--- config.mk ---
export PLATFORM = sky130hd
export DESIGN_NAME = fetch_decode
export DESIGN_NICKNAME = d
export VERILOG_FILES = /design/src/rtl/fetch_decode.sv
export SDC_FILE = /design/constraint.sdc
export NUM_CORES = 1
export LEC_CHECK = 0
export CAP_MARGIN = 20
export CORE_MARGIN = 2
export CORE_UTILIZATION = 30
export DETAILED_ROUTE_END_ITERATION = 8
export GPL_TIMING_DRIVEN = 0
export PLACE_DENSITY_LB_ADDON = 0.2
export SYNTH_ARGS = -nofsm -noshare
export SYNTH_HDL_FRONTEND = slang
export SYNTH_SLANG_ARGS = --single-unit
--- constraint.sdc ---
create_clock -name clk -period 2 [get_ports clk]
set_clock_uncertainty 0.2 [all_clocks]
set_input_delay 0.2 -clock clk [delete_from_list [all_inputs] [get_ports clk]]
set_output_delay 0.2 -clock clk [all_outputs]
set_load 0.02 [all_outputs]
--- src/rtl/fetch_decode.sv ---
// -----------------------------------------------------------------------------
// fetch_decode
//
// Front-end stage feeding the execute stage. Fetches 32-bit RV32I words over a
// req/valid handshake, decodes R-type ALU instructions and issues each one to
// execute as a single-cycle pulse. Owns the PC, a fetch-timeout watchdog and a
// sticky halt on an illegal instruction or a bus error.
//
// Parameters
//   RESET_PC      PC value loaded on reset.
//   IMEM_TIMEOUT  FETCH cycles without imem_valid before bus_error (1..255).
//
// Ports
//   clk          in   1   clock, all state updates on posedge
//   reset        in   1   synchronous, active-high reset
//   imem_req     out  1   fetch request, high in FETCH (gated low by reset)
//   imem_addr    out  32  fetch address, equals pc
//   imem_valid   in   1   instruction data valid, sampled only while imem_req=1
//   imem_rdata   in   32  instruction word, qualified by imem_valid
//   stall        in   1   downstream hold, sampled only in DECODE
//   rs1/rs2/rd   out  5   register fields, held until the next issue
//   alu_control  out  4   {ir[30], funct3}, held until the next issue
//   write_en     out  1   register-file write strobe, issue cycle with rd!=0
//   issue_valid  out  1   instruction issued this cycle
//   pc           out  32  address of the current instruction
//   illegal      out  1   sticky, illegal instruction decoded
//   bus_error    out  1   sticky, fetch timeout
//   halted       out  1   high in HALT
// -----------------------------------------------------------------------------
module fetch_decode #(
    parameter logic [31:0] RESET_PC     = 32'h0000_0000,
    parameter int          IMEM_TIMEOUT = 15
) (
    input  logic        clk,
    input  logic        reset,
    output logic        imem_req,
    output logic [31:0] imem_addr,
    input  logic        imem_valid,
    input  logic [31:0] imem_rdata,
    input  logic        stall,
    output logic [4:0]  rs1,
    output logic [4:0]  rs2,
    output logic [4:0]  rd,
    output logic [3:0]  alu_control,
    output logic        write_en,
    output logic        issue_valid,
    output logic [31:0] pc,
    output logic        illegal,
    output logic        bus_error,
    output logic        halted
);

    typedef enum logic [1:0] {
        S_FETCH  = 2'd0,
        S_DECODE = 2'd1,
        S_ISSUE  = 2'd2,
        S_HALT   = 2'd3
    } state_t;

    localparam logic [6:0] OPCODE_OP    = 7'b0110011;
    localparam logic [6:0] FUNCT7_BASE  = 7'b0000000;
    localparam logic [6:0] FUNCT7_ALT   = 7'b0100000;
    // The counter stops one short of the limit: the cycle in which it holds
    // IMEM_TIMEOUT-1 is the last FETCH cycle, giving exactly IMEM_TIMEOUT
    // request cycles before HALT.
    localparam logic [7:0] TIMEOUT_LAST = 8'(IMEM_TIMEOUT - 1);

    state_t      r_state;
    logic [31:0] r_pc;
    logic [31:0] r_ir;
    logic [7:0]  r_timeout_cnt;
    logic [4:0]  r_rs1;
    logic [4:0]  r_rs2;
    logic [4:0]  r_rd;
    logic [3:0]  r_alu_control;
    logic        r_write_en;
    logic        r_issue_valid;
    logic        r_illegal;
    logic        r_bus_error;

    logic [6:0]  w_opcode;
    logic [2:0]  w_funct3;
    logic [6:0]  w_funct7;
    logic        w_legal;
    logic [3:0]  w_alu_control;

    assign w_opcode = r_ir[6:0];
    assign w_funct3 = r_ir[14:12];
    assign w_funct7 = r_ir[31:25];

    // NOTE: every signal written in always_comb gets a default first, so no
    // path leaves it unassigned and no latch is inferred.
    always_comb begin
        w_legal       = 1'b0;
        w_alu_control = {r_ir[30], w_funct3};
        if (w_opcode == OPCODE_OP) begin
            if (w_funct7 == FUNCT7_BASE) begin
                w_legal = 1'b1;
            end else if (w_funct7 == FUNCT7_ALT) begin
                // Only SUB (000) and SRA (101) exist with the alternate funct7.
                w_legal = (w_funct3 == 3'b000) || (w_funct3 == 3'b101);
            end
        end
    end

    // NOTE: sequential state uses non-blocking assignments only, so every
    // register samples pre-edge values regardless of statement order.
    always_ff @(posedge clk) begin
        if (reset) begin
            r_state       <= S_FETCH;
            r_pc          <= RESET_PC;
            r_ir          <= 32'h0;
            r_timeout_cnt <= 8'h0;
            r_rs1         <= 5'h0;
            r_rs2         <= 5'h0;
            r_rd          <= 5'h0;
            r_alu_control <= 4'h0;
            r_write_en    <= 1'b0;
            r_issue_valid <= 1'b0;
            r_illegal     <= 1'b0;
            r_bus_error   <= 1'b0;
        end else begin
            case (r_state)
                S_FETCH: begin
                    if (imem_valid) begin
                        r_ir          <= imem_rdata;
                        r_timeout_cnt <= 8'h0;
                        r_state       <= S_DECODE;
                    end else if (r_timeout_cnt == TIMEOUT_LAST) begin
                        r_bus_error <= 1'b1;
                        r_state     <= S_HALT;
                    end else begin
                        r_timeout_cnt <= r_timeout_cnt + 8'd1;
                    end
                end
                S_DECODE: begin
                    if (!stall) begin
                        if (w_legal) begin
                            r_rs1         <= r_ir[19:15];
                            r_rs2         <= r_ir[24:20];
                            r_rd          <= r_ir[11:7];
                            r_alu_control <= w_alu_control;
                            // Issue strobes are registered here so they are
                            // high exactly during the ISSUE cycle.
                            r_issue_valid <= 1'b1;
                            r_write_en    <= (r_ir[11:7] != 5'd0);
                            r_state       <= S_ISSUE;
                        end else begin
                            r_illegal <= 1'b1;
                            r_state   <= S_HALT;
                        end
                    end
                end
                S_ISSUE: begin
                    r_issue_valid <= 1'b0;
                    r_write_en    <= 1'b0;
                    r_pc          <= r_pc + 32'd4;
                    r_state       <= S_FETCH;
                end
                default: begin
                    // HALT is absorbing; only reset leaves it.
                    r_state <= S_HALT;
                end
            endcase
        end
    end

    // Reset gates the request combinationally so a request is never visible
    // in a reset cycle, even when the FSM is still sitting in FETCH.
    assign imem_req    = (r_state == S_FETCH) && !reset;
    assign imem_addr   = r_pc;
    assign rs1         = r_rs1;
    assign rs2         = r_rs2;
    assign rd          = r_rd;
    assign alu_control = r_alu_control;
    assign write_en    = r_write_en;
    assign issue_valid = r_issue_valid;
    assign pc          = r_pc;
    assign illegal     = r_illegal;
    assign bus_error   = r_bus_error;
    assign halted      = (r_state == S_HALT);

endmodule

-- Yosys cells after proc, flatten, opt, wreduce, memory -nomap -nowiden
Index checks and enable logic that the tools add are counted.
- flip-flop bits (word level): 97
- output and inout bits: 89
- input bits: 36
- logic and storage cells: 59
- add/sub/neg operators: 2
- reductions and logical operators: 15
- bitwise gates (word level): 3
- multiplexer cells: 16
- equality and inequality tests: 11
- operator list (operator ; count):
    $add 32x3->32 const B ; 1
    $mux 8 ; 2
    $eq 7x6->1 const B ; 2
    $reduce_and 3->1 ; 4
    $add 8x1->8 const B ; 1
    $eq 8x4->1 const B ; 1
    $mux 1 ; 8
    $logic_not 7->1 ; 1
    $mux 2 ; 3
    $ne 2x2->1 const B ; 3
    $pmux 2 s3 ; 1
    $reduce_and 2->1 ; 3
    $reduce_bool 5->1 ; 1
    $eq 2x2->1 const B ; 2
    $pmux 1 s2 ; 2
    $eq 3x3->1 const B ; 1
    $logic_not 3->1 ; 1
    $ne 3x3->1 const B ; 1
    $not 1->1 ; 3
    $eq 2x1->1 const B ; 1
    $logic_not 2->1 ; 1
    $reduce_bool 2->1 ; 1
    $logic_and 1x1->1 ; 1
    $logic_not 1->1 ; 1
    $logic_or 1x1->1 ; 1

-- Longest topological paths before layout
- depth in word-level cells: 8
- depth in mapped cells: 7
- gate-level depth less buffers: 6

-- Worst setup path before layout
No wires, ideal clock.
- path kind: register to register
- from: register r_pc[2], in the netlist imem_addr[2]
- to: register r_pc[16], in the netlist imem_addr[16]
- clock period less this slack: 2.403 ns
- data arrival time: 2.133 ns
- path slack: -0.403 ns
- cell stages (with the launch flop): 8
- data required time: 1.730 ns
- library setup time: 0.070 ns
- path buffers: 2
- cells stage by stage: dfxtp_1 ha_1 nand4b_2 or4_1 buf_2 buf_2 or3_1 a21oi_1
- word-level cells in the longest chain between the ends: 1
- RTL lines (item ; RTL line ; RTL):
    start: declaration ; 69 ; logic [31:0] r_pc;
    start signal: assignment ; 157 ; r_pc <= r_pc + 32'd4;
    $add 32x3->32 ; 157 ;
Every way passes these cells.
A chain may end at the register's enable or synchronous reset.

-- Worst setup path in the final report
- from: register r_pc[3], in the netlist imem_addr[3]
- to: register r_pc[27], in the netlist imem_addr[27]
Same word-level chain as after synthesis.

==> flow_summary.toml <==
[outcome]
run_status = "finished with violations"
violations = "negative setup slack"

[setup_path]
critPathMaxFanout = 4
cp-end-kind = "register"
worstPathRequired_ns = 2.07
crit_path_start = "imem_addr[3]"
r2r_cells = 5
crit_type = "register to register"
r2r-start = "imem_addr[3]"
r2r-end = "imem_addr[27]"
worst_ep_arrival_time_ns = 2.18
cp_slowest_stage_delay_ns = 0.57
path_cells = "nand4_1 > or4_4 > buf_6 > or4b_4 > a21oi_2"
critical_path.slowest_cell = "or4_4"
cp-start-kind = "register"
crit_path_end = "imem_addr[27]"
r2r_slack_ns = -0.12

[clocking]
cts_buffers = 9
cts.sinks = 95
root_buffer = "clkbuf_16"
cts_tree = "yes"
worstSkewPairLatency_ns = 0.34
htreeDepth = 3
cts_hold_buffers = 0
clock_path_buffers = 2
clk_pin_slew_ns = 0.06

[pwr]
pwr-share-seq_pct = 46.7
ir_worst_vdd_uv = 388
finalPower_mw = 4.21
power.share.clock_pct = 43.2
p_int_mw = 3.17
combPwrFrac_pct = 10.1
swShare_pct = 24.7
p_switching_mw = 1.04
power_leakage_nw = 2.40
power_density_nw_per_um2 = 627

[synth]
ys_seq_area_share_pct = 43.4
synth.distinct_cells = 51
synth_area_leaders = "dfxtp_1, a21oi_1, nand2_1"
synth_edf_count = 0
ys_ff_latch = 95
yosysTopAreaCellShare_pct = 43.4
async_reset_ff_share_pct = 0
syn_area_per_cell_um2 = 8.24
yosys_warnings = 0
ys.flop_type = "dfxtp_1"
syn_area_um2 = 4390
synth_cells = 532
synth_top_area_cell = "dfxtp_1"

[hold_path]
hold_path_class = "primary input to register"

[drt]
wirelength_um = 12800
route.detailed.wl_per_inst_um = 14.5
ant_nets = 0
viasPerCell = 5.04
drt_iter0_markers = 278
route.detailed.drc = 0
vias = 4426
drt_first_pass_iters = 4

[timing]
worst_pin_slew_ns = 0.632
fmax_ghz = 0.473
setup_violations = 14
worst_slack_ns = -0.116
hold_ws_ns = 0.0968
rsz0062_at_grt = "true"
final-hold-violation-count = 0
setup_tns_ns = -0.853
min_period_ns = 2.12
slew_headroom_pct = 57.9
maxSlewViolCount = 0
timing.final.crit_share_pct = 106

[global_route]
grt_max_degree = 17
grt.busiest_layer = "met2"
grtUsageMet3_pct = 3.01
grt_antenna_before_repair = 0
grt_use_met2_pct = 25.8
grt.total_usage_pct = 15.9
grt_overflow = 0
grt_use_met1_pct = 20.6
grt_pass1_vias = 4108
grt_pass1_wl_um = 20400

[placed_design]
dp_hpwl_um = 9150
place.gp.congestion = 0.819
numPortBuffers = 119
placed_area_um2 = 5900
place_ws_ns = -0.409
post-place-cells = 838

[final_layout]
finalInstanceArea_um2 = 6720
drive_above_1_share_pct = 24.9
instances_no_fill = 879
mostFrequentLayoutCells = "clkdlybuf4s50_1, nand2_1, a21oi_1, dfxtp_1, buf_4"
syn_to_final_growth_pct = 53.2
diodes = 0
final_core_util_pct = 46.6
final_nets = 729
mostFrequentLayoutCell = "clkdlybuf4s50_1"

[flow_run]
cap_violations = 0

[die]
placeableCoreArea_um2 = 14400
start_util_pct = 30.4
dieHeight_um = 125
dieArea_um2 = 15600
pin_count = 125
row_count = 44
die_x_um = 125
==> cells by family after synthesis <==
group                    Yosys count  synth area share [%]
adder cells (fa/ha/maj)            3                 0.856
XOR/XNOR                          10                  2.00
other                              1                0.0855
flip-flops                        95                  43.4
buffers and inverters             76                  9.73
AND/OR/NAND/NOR                  213                  25.1
AO/OA/AOI/OAI                    131                  18.1
multiplexers                       3                 0.742
==> state kept, by name, summed over array words and instances (netlist names), 2 cells and up <==
register       count
rs1                5
rs2                5
rd                 5
r_ir              32
r_timeout_cnt      8
alu_control        4
imem_addr         30
r_state            2
==> repair_timing <==
action | CTS | global route
setup endpoints to repair | 69 | 82
buffers inserted | 14 | 11
endpoints found under the hold margin | 0 | 0
pin swaps | 12 | 16
resized for setup | 38 | 76
gates cloned | 0 | 1
==> power by group through the flow <==
stage,logic [mW],clock network (mW),registers (mW)
after floorplan,0.219,0,2.01
after global placement,0.370,0,2.02
after detailed placement,0.376,0,2.02
after CTS,0.390,1.85,1.97
after global routing,0.468,1.93,1.98
final,0.425,1.82,1.97
==> worst min-delay path by stage <==
stage / startpoint / to / slack (ns) / depth (start not counted)
2_1_floorplan: stall / r_state[1] / 0.12 / 1
3_3_place_gp: r_ir[0] / r_ir[0] / 0.24 / 2
3_5_place_dp: r_ir[0] / r_ir[0] / 0.24 / 2
4_1_cts: reset / imem_addr[28] / 0.09 / 3
5_1_grt: reset / imem_addr[28] / 0.13 / 3
6_report: reset / imem_addr[28] / 0.1 / 3
==> routing by layer <==
layer / vias to the layer above / share of wire (%)
li1: 2199 / -
met5: - / 0
met4: 0 / 2.5
met2: 133 / 47
met3: 23 / 4.7
met1: 2071 / 46
==> worst max-delay path, delay by kind of cell, from the launching register on <==
family	cells	cell delay [ns]
buf+inv	1	0.14
flops	1	0.37
compound gates	1	0.15
simple gates	3	1.18
==> synthesized netlist by cell type, drive strengths merged (4+ instances only) <==
| cell | instances |
|---|---|
| dfxtp | 95 |
| nor4 | 6 |
| nor3 | 4 |
| and4 | 4 |
| or3 | 11 |
| nand2 | 88 |
| buf | 38 |
| nand4 | 27 |
| or4 | 13 |
| a21oi | 75 |
| o31ai | 30 |
| nor2 | 21 |
| a31oi | 4 |
| o21ai | 11 |
| clkbuf | 30 |
| nand3 | 16 |
| inv | 8 |
| nor2b | 5 |
| and2 | 5 |
| xnor2 | 7 |
==> cell type report <==
class,count,area (µm²)
fillers,1433,7700
plain buffers,67,433
clock buffers,11,253
flip-flops and latches,95,1960
well taps,184,230
inverters,8,32.5
clock inverters,5,63.8
repair buffers,145,1390
multi-input cells,364,2350
Note: power is estimated with default switching activity, not from simulation.
==> patch 1: new RTL, config.mk and constraints unchanged <==
Compare `r_timeout_cnt` against `TIMEOUT_LAST` with >= in place of ==.
--- a/src/rtl/fetch_decode.sv
+++ b/src/rtl/fetch_decode.sv
@@ -126,7 +126,7 @@
                         r_ir          <= imem_rdata;
                         r_timeout_cnt <= 8'h0;
                         r_state       <= S_DECODE;
-                    end else if (r_timeout_cnt == TIMEOUT_LAST) begin
+                    end else if (r_timeout_cnt >= TIMEOUT_LAST) begin
                         r_bus_error <= 1'b1;
                         r_state     <= S_HALT;
                     end else begin
Function: same outputs for any inputs over 10 cycles, from zero or initial values and one cycle with reset high; that may be too few to reach the edited logic, so the function may still have changed.
==> patch 1 against the unedited design <==
Total power down 6.6%; worst setup slack gained 160 ps; largest cell class unchanged; count of clock-buffer cells in the layout rose by 4; area after synthesis shrank 1.7%; wire length fell by 4.8%; cell area down 7.4%; synthesized cell count is 3.4% lower; highest routed layer unchanged; critical path depth grew 1; critical path type unchanged; sequential cell count unchanged.
==> patch 1: results (changes against the unedited design) <==
Die
The die area is 15,400 um^2 (was 15,600 um^2).

Synthesis
Cell types with the highest counts after synthesis: 95 x sky130_fd_sc_hd__dfxtp_1, 80 x sky130_fd_sc_hd__nand2_1, 77 x sky130_fd_sc_hd__a21oi_1 (was 95 x sky130_fd_sc_hd__dfxtp_1, 88 x sky130_fd_sc_hd__nand2_1, 75 x sky130_fd_sc_hd__a21oi_1). Main area contributors after synthesis: sky130_fd_sc_hd__dfxtp_1 44%, sky130_fd_sc_hd__a21oi_1 8.9%, sky130_fd_sc_hd__nand2_1 7.0%, sky130_fd_sc_hd__buf_4 6.3%, sky130_fd_sc_hd__o31ai_1 5.6% (was sky130_fd_sc_hd__dfxtp_1 43%, sky130_fd_sc_hd__a21oi_1 8.6%, sky130_fd_sc_hd__nand2_1 7.5%, sky130_fd_sc_hd__buf_4 6.0%, sky130_fd_sc_hd__o31ai_1 5.1%).

STA
The transition time at the pin with the least slew margin is 594 ps (was 632 ps). The final hold slack is 209 ps (was 96.8 ps).

Placed design
The worst slack at placement is -622 ps (was -409 ps). The post-detailed-placement half-perimeter wirelength is 8760 um (was 9150 um). The final weighted congestion in routability-driven placement was 0.814 (was 0.819).

Cells and area
The count of multi-input combinational gates is 345 (was 364). The share of layout cells above drive strength 1 is 0.173 (was 0.249). The flip-flop and latch count was 95 (unchanged). The portion of the layout cell area used by non-clock buffers is 0.271 (about the same).

The final design area excluding fillers was 6220 um^2 (was 6720 um^2). The filler cell count in the final layout is 1,427 (was 1,433). The multi-input combinational area share is 0.332 (was 0.350).

Route
The number of DRC markers after the initial detailed-route iteration came to 239 (was 278). The met1 wire length is 5350 um (was 5870 um). The average vias per placed instance is 4.93 (was 5.04).

Power
The maximum VDD drop was 0.321 mV (was 0.388 mV). The power in the clock group was 1630 uW (was 1820 uW).

GRT
The met3 track demand over resource is 0.0284 (was 0.0301). The met2 usage was 0.269 (was 0.258). The met1 usage in global routing came to 0.197 (was 0.206). The number of global-route vias before repair was 3,800 (was 4,108).

The pin count of the biggest net entering global routing is 14 (was 17).

Status
Outcome: completed (was complete, but fails checks).

Hold path
The hold path endpoint is r_ir[20]$_SDFFE_PP0P_ (was imem_addr[28]$_SDFFE_PP0N_). The startpoint of the lowest-slack hold path is imem_rdata[20] (was reset).

Setup path
The cell depth of the worst flop-to-flop path was 6 (was 5). The setup slack of the worst register-to-register path is 50 ps (was -120 ps). The worst path arrival time is 2020 ps (was 2180 ps). The critical path's largest stage delay is 500 ps (was 570 ps).
-- patch 1: cell count changes after synthesis, sizes merged, moves of 5 or more --
cell and change:
xor2 +6, buf +7, clkbuf -5, xnor2 -5
nand2 -8
-- patch 1: logic make-up after synthesis --
| logic type | count (synthesis) | synth area share |
|---|---|---|
| XOR/XNOR | 11 | 0.0223 |
| AO/OA/AOI/OAI | 131 | 0.177 |
| other | 1 | 0.000869 |
| multiplexers | 1 | 0.00232 |
| adder cells (fa/ha/maj) | 3 | 0.00870 |
| buffers and inverters | 78 | 0.106 |
| flip-flops | 95 | 0.441 |
| AND/OR/NAND/NOR | 194 | 0.242 |
-- patch 1: critical path: cells and delay by family, from the launching register on --
family | cells | cell delay (ps)
buffers and inverters | 1 | 130
flip-flops | 1 | 370
AND/OR/NAND/NOR | 3 | 830
AO/OA/AOI/OAI | 1 | 150
adder cells (fa/ha/maj) | 1 | 190
==> patch 2: new RTL, same settings <==
Without the edit above. Set the parameter `IMEM_TIMEOUT` to 8 (it was 15).
--- a/src/rtl/fetch_decode.sv
+++ b/src/rtl/fetch_decode.sv
@@ -29,7 +29,7 @@
 // -----------------------------------------------------------------------------
 module fetch_decode #(
     parameter logic [31:0] RESET_PC     = 32'h0000_0000,
-    parameter int          IMEM_TIMEOUT = 15
+    parameter int          IMEM_TIMEOUT = 8
 ) (
     input  logic        clk,
     input  logic        reset,
Formal check against the unedited RTL: not equivalent (a bounded check fails within 10 cycles, from zero or initial values and one cycle with reset high).
==> patch 2 against the unedited design <==
Highest routed layer unchanged; sequential cell count did not move; the run still ends with setup timing left; area after synthesis fell by 2.0%; largest power group unchanged; total power fell by 4.2%; via count fell by 3.1%; worst setup slack improved by 1.9 ps; sequential share of layout area rose by 1.1 points; largest cell class unchanged; cell area fell by 3.1%; non-clock buffer count rose by 5; count of clock-buffer cells in the layout fell by 1; wire length rose by 1.3%.
==> patch 2: results (changes against the unedited design) <==
Cells and area
The portion of the layout cell area used by non-clock buffers is 0.283 (was 0.271). The number of ordinary and repair buffers in the finished layout is 217 (was 212). The share of layout cells above drive strength 1 is 0.220 (was 0.249). The total of clock buffers placed in the layout is 10 (was 11). The total area of sequential cells is 1970 um^2 (was 1960 um^2). The multi-input logic area was 2140 um^2 (was 2350 um^2). The filler cell count in the final layout is 1,364 (was 1,433). The net count reported at finish came to 715 (was 729). The count of non-filler cells in the finished layout is 862 (was 879). The count of multi-input combinational gates is 346 (was 364). The relative area of clock buffers and inverters in the final design was 0.0452 (was 0.0471).

The final design area excluding fillers is 6510 um^2 (was 6720 um^2).

Synthesis
The sequential fraction of the synthesis area is 0.442 (was 0.434). Cell types with the highest counts after synthesis: 95 x sky130_fd_sc_hd__dfxtp_1, 76 x sky130_fd_sc_hd__nand2_1, 73 x sky130_fd_sc_hd__a21oi_1 (was 95 x sky130_fd_sc_hd__dfxtp_1, 88 x sky130_fd_sc_hd__nand2_1, 75 x sky130_fd_sc_hd__a21oi_1). The netlist area before placement came to 4300 um^2 (was 4390 um^2).

Main area contributors after synthesis: sky130_fd_sc_hd__dfxtp_1 44%, sky130_fd_sc_hd__a21oi_1 8.5%, sky130_fd_sc_hd__nand2_1 6.6%, sky130_fd_sc_hd__buf_4 5.9%, sky130_fd_sc_hd__o31ai_1 5.2% (was sky130_fd_sc_hd__dfxtp_1 43%, sky130_fd_sc_hd__a21oi_1 8.6%, sky130_fd_sc_hd__nand2_1 7.5%, sky130_fd_sc_hd__buf_4 6.0%, sky130_fd_sc_hd__o31ai_1 5.1%). The number of distinct library cell variants in the gate-level netlist after synthesis is 45 (was 51). The average instance area after synthesis is 8.30 um^2 (was 8.24 um^2).

STA
The final setup violation count is 9 (was 14). The smallest setup slack after layout was -114 ps (was -116 ps). The transition time at the pin with the least slew margin is 632 ps (about the same). The final-layout setup total negative slack is -603 ps (was -853 ps).

Placed design
The area after detailed placement is 5810 um^2 (was 5900 um^2). The post-detailed-placement half-perimeter wirelength is 8810 um (was 9150 um). The total placed cells including tap cells is 819 (was 838). The worst slack at placement is -414 ps (was -409 ps). The count of input and output buffers is 118 (was 119). The final weighted congestion in routability-driven placement is 0.797 (was 0.819).

GRT
The met3 track demand over resource came to 0.0321 (was 0.0301). The global routing usage summed across all routing layers is 0.170 (was 0.159). The met2 usage is 0.271 (was 0.258). The number of global-route vias before repair is 3,925 (was 4,108).

Status
Outcome: complete, but fails checks (unchanged). Violations in the final reports: setup timing (unchanged).

Route
The average vias per placed instance is 4.97 (was 5.04). The routed wire length per instance was 15.0 um (was 14.5 um). The length of routed met3 wiring is 713 um (was 603 um). The met1 wire length is 6020 um (was 5870 um).

The number of DRC markers after the initial detailed-route iteration is 280 (was 278). The wire length on met2 is 5960 um (was 5980 um).

Power
The sequential fraction of design power was 0.485 (was 0.467). The static leakage was 0.00239 uW (was 0.00240 uW). The power in the clock group was 1700 uW (was 1820 uW). The maximum VDD drop was 0.379 mV (was 0.388 mV). The total power after layout was 4040 uW (was 4210 uW).
## patch 2: cell count changes in the layout (fill, tap and decap cells not counted), sizes merged, moves of 4 or more
cell,delta
nand3,-7
clkbuf,+5
nand2,-12
xor2,+5
nor2,+6
or3,-4
## patch 2: cell families after synthesis
logic type,synth area share
compound gates,0.173
xor+xnor,0.0285
other cells,0.000872
buf+inv,0.102
simple gates,0.238
mux,0.00990
fa+ha+maj,0.00582
flops,0.442
## patch 2: what timing repair did
item / 4_1_cts / 5_1_grt
gates resized for setup: 37 / 39
hold buffers: 0 / 0
pin swaps: 11 / 7
setup buffers: 16 / 11
setup endpoints to repair: 69 / 71
gates cloned: 2 / 0
## patch 2: path summary, 6_finish.rpt
path / to / cells after the start
worst min register to register: illegal$_SDFFE_PP0P_ / 2
worst max register to register: imem_addr[22]$_SDFFE_PP0N_ / 5
worst max-delay path: imem_addr[22]$_SDFFE_PP0N_ / 5
worst min-delay path: imem_addr[28]$_SDFFE_PP0N_ / 3
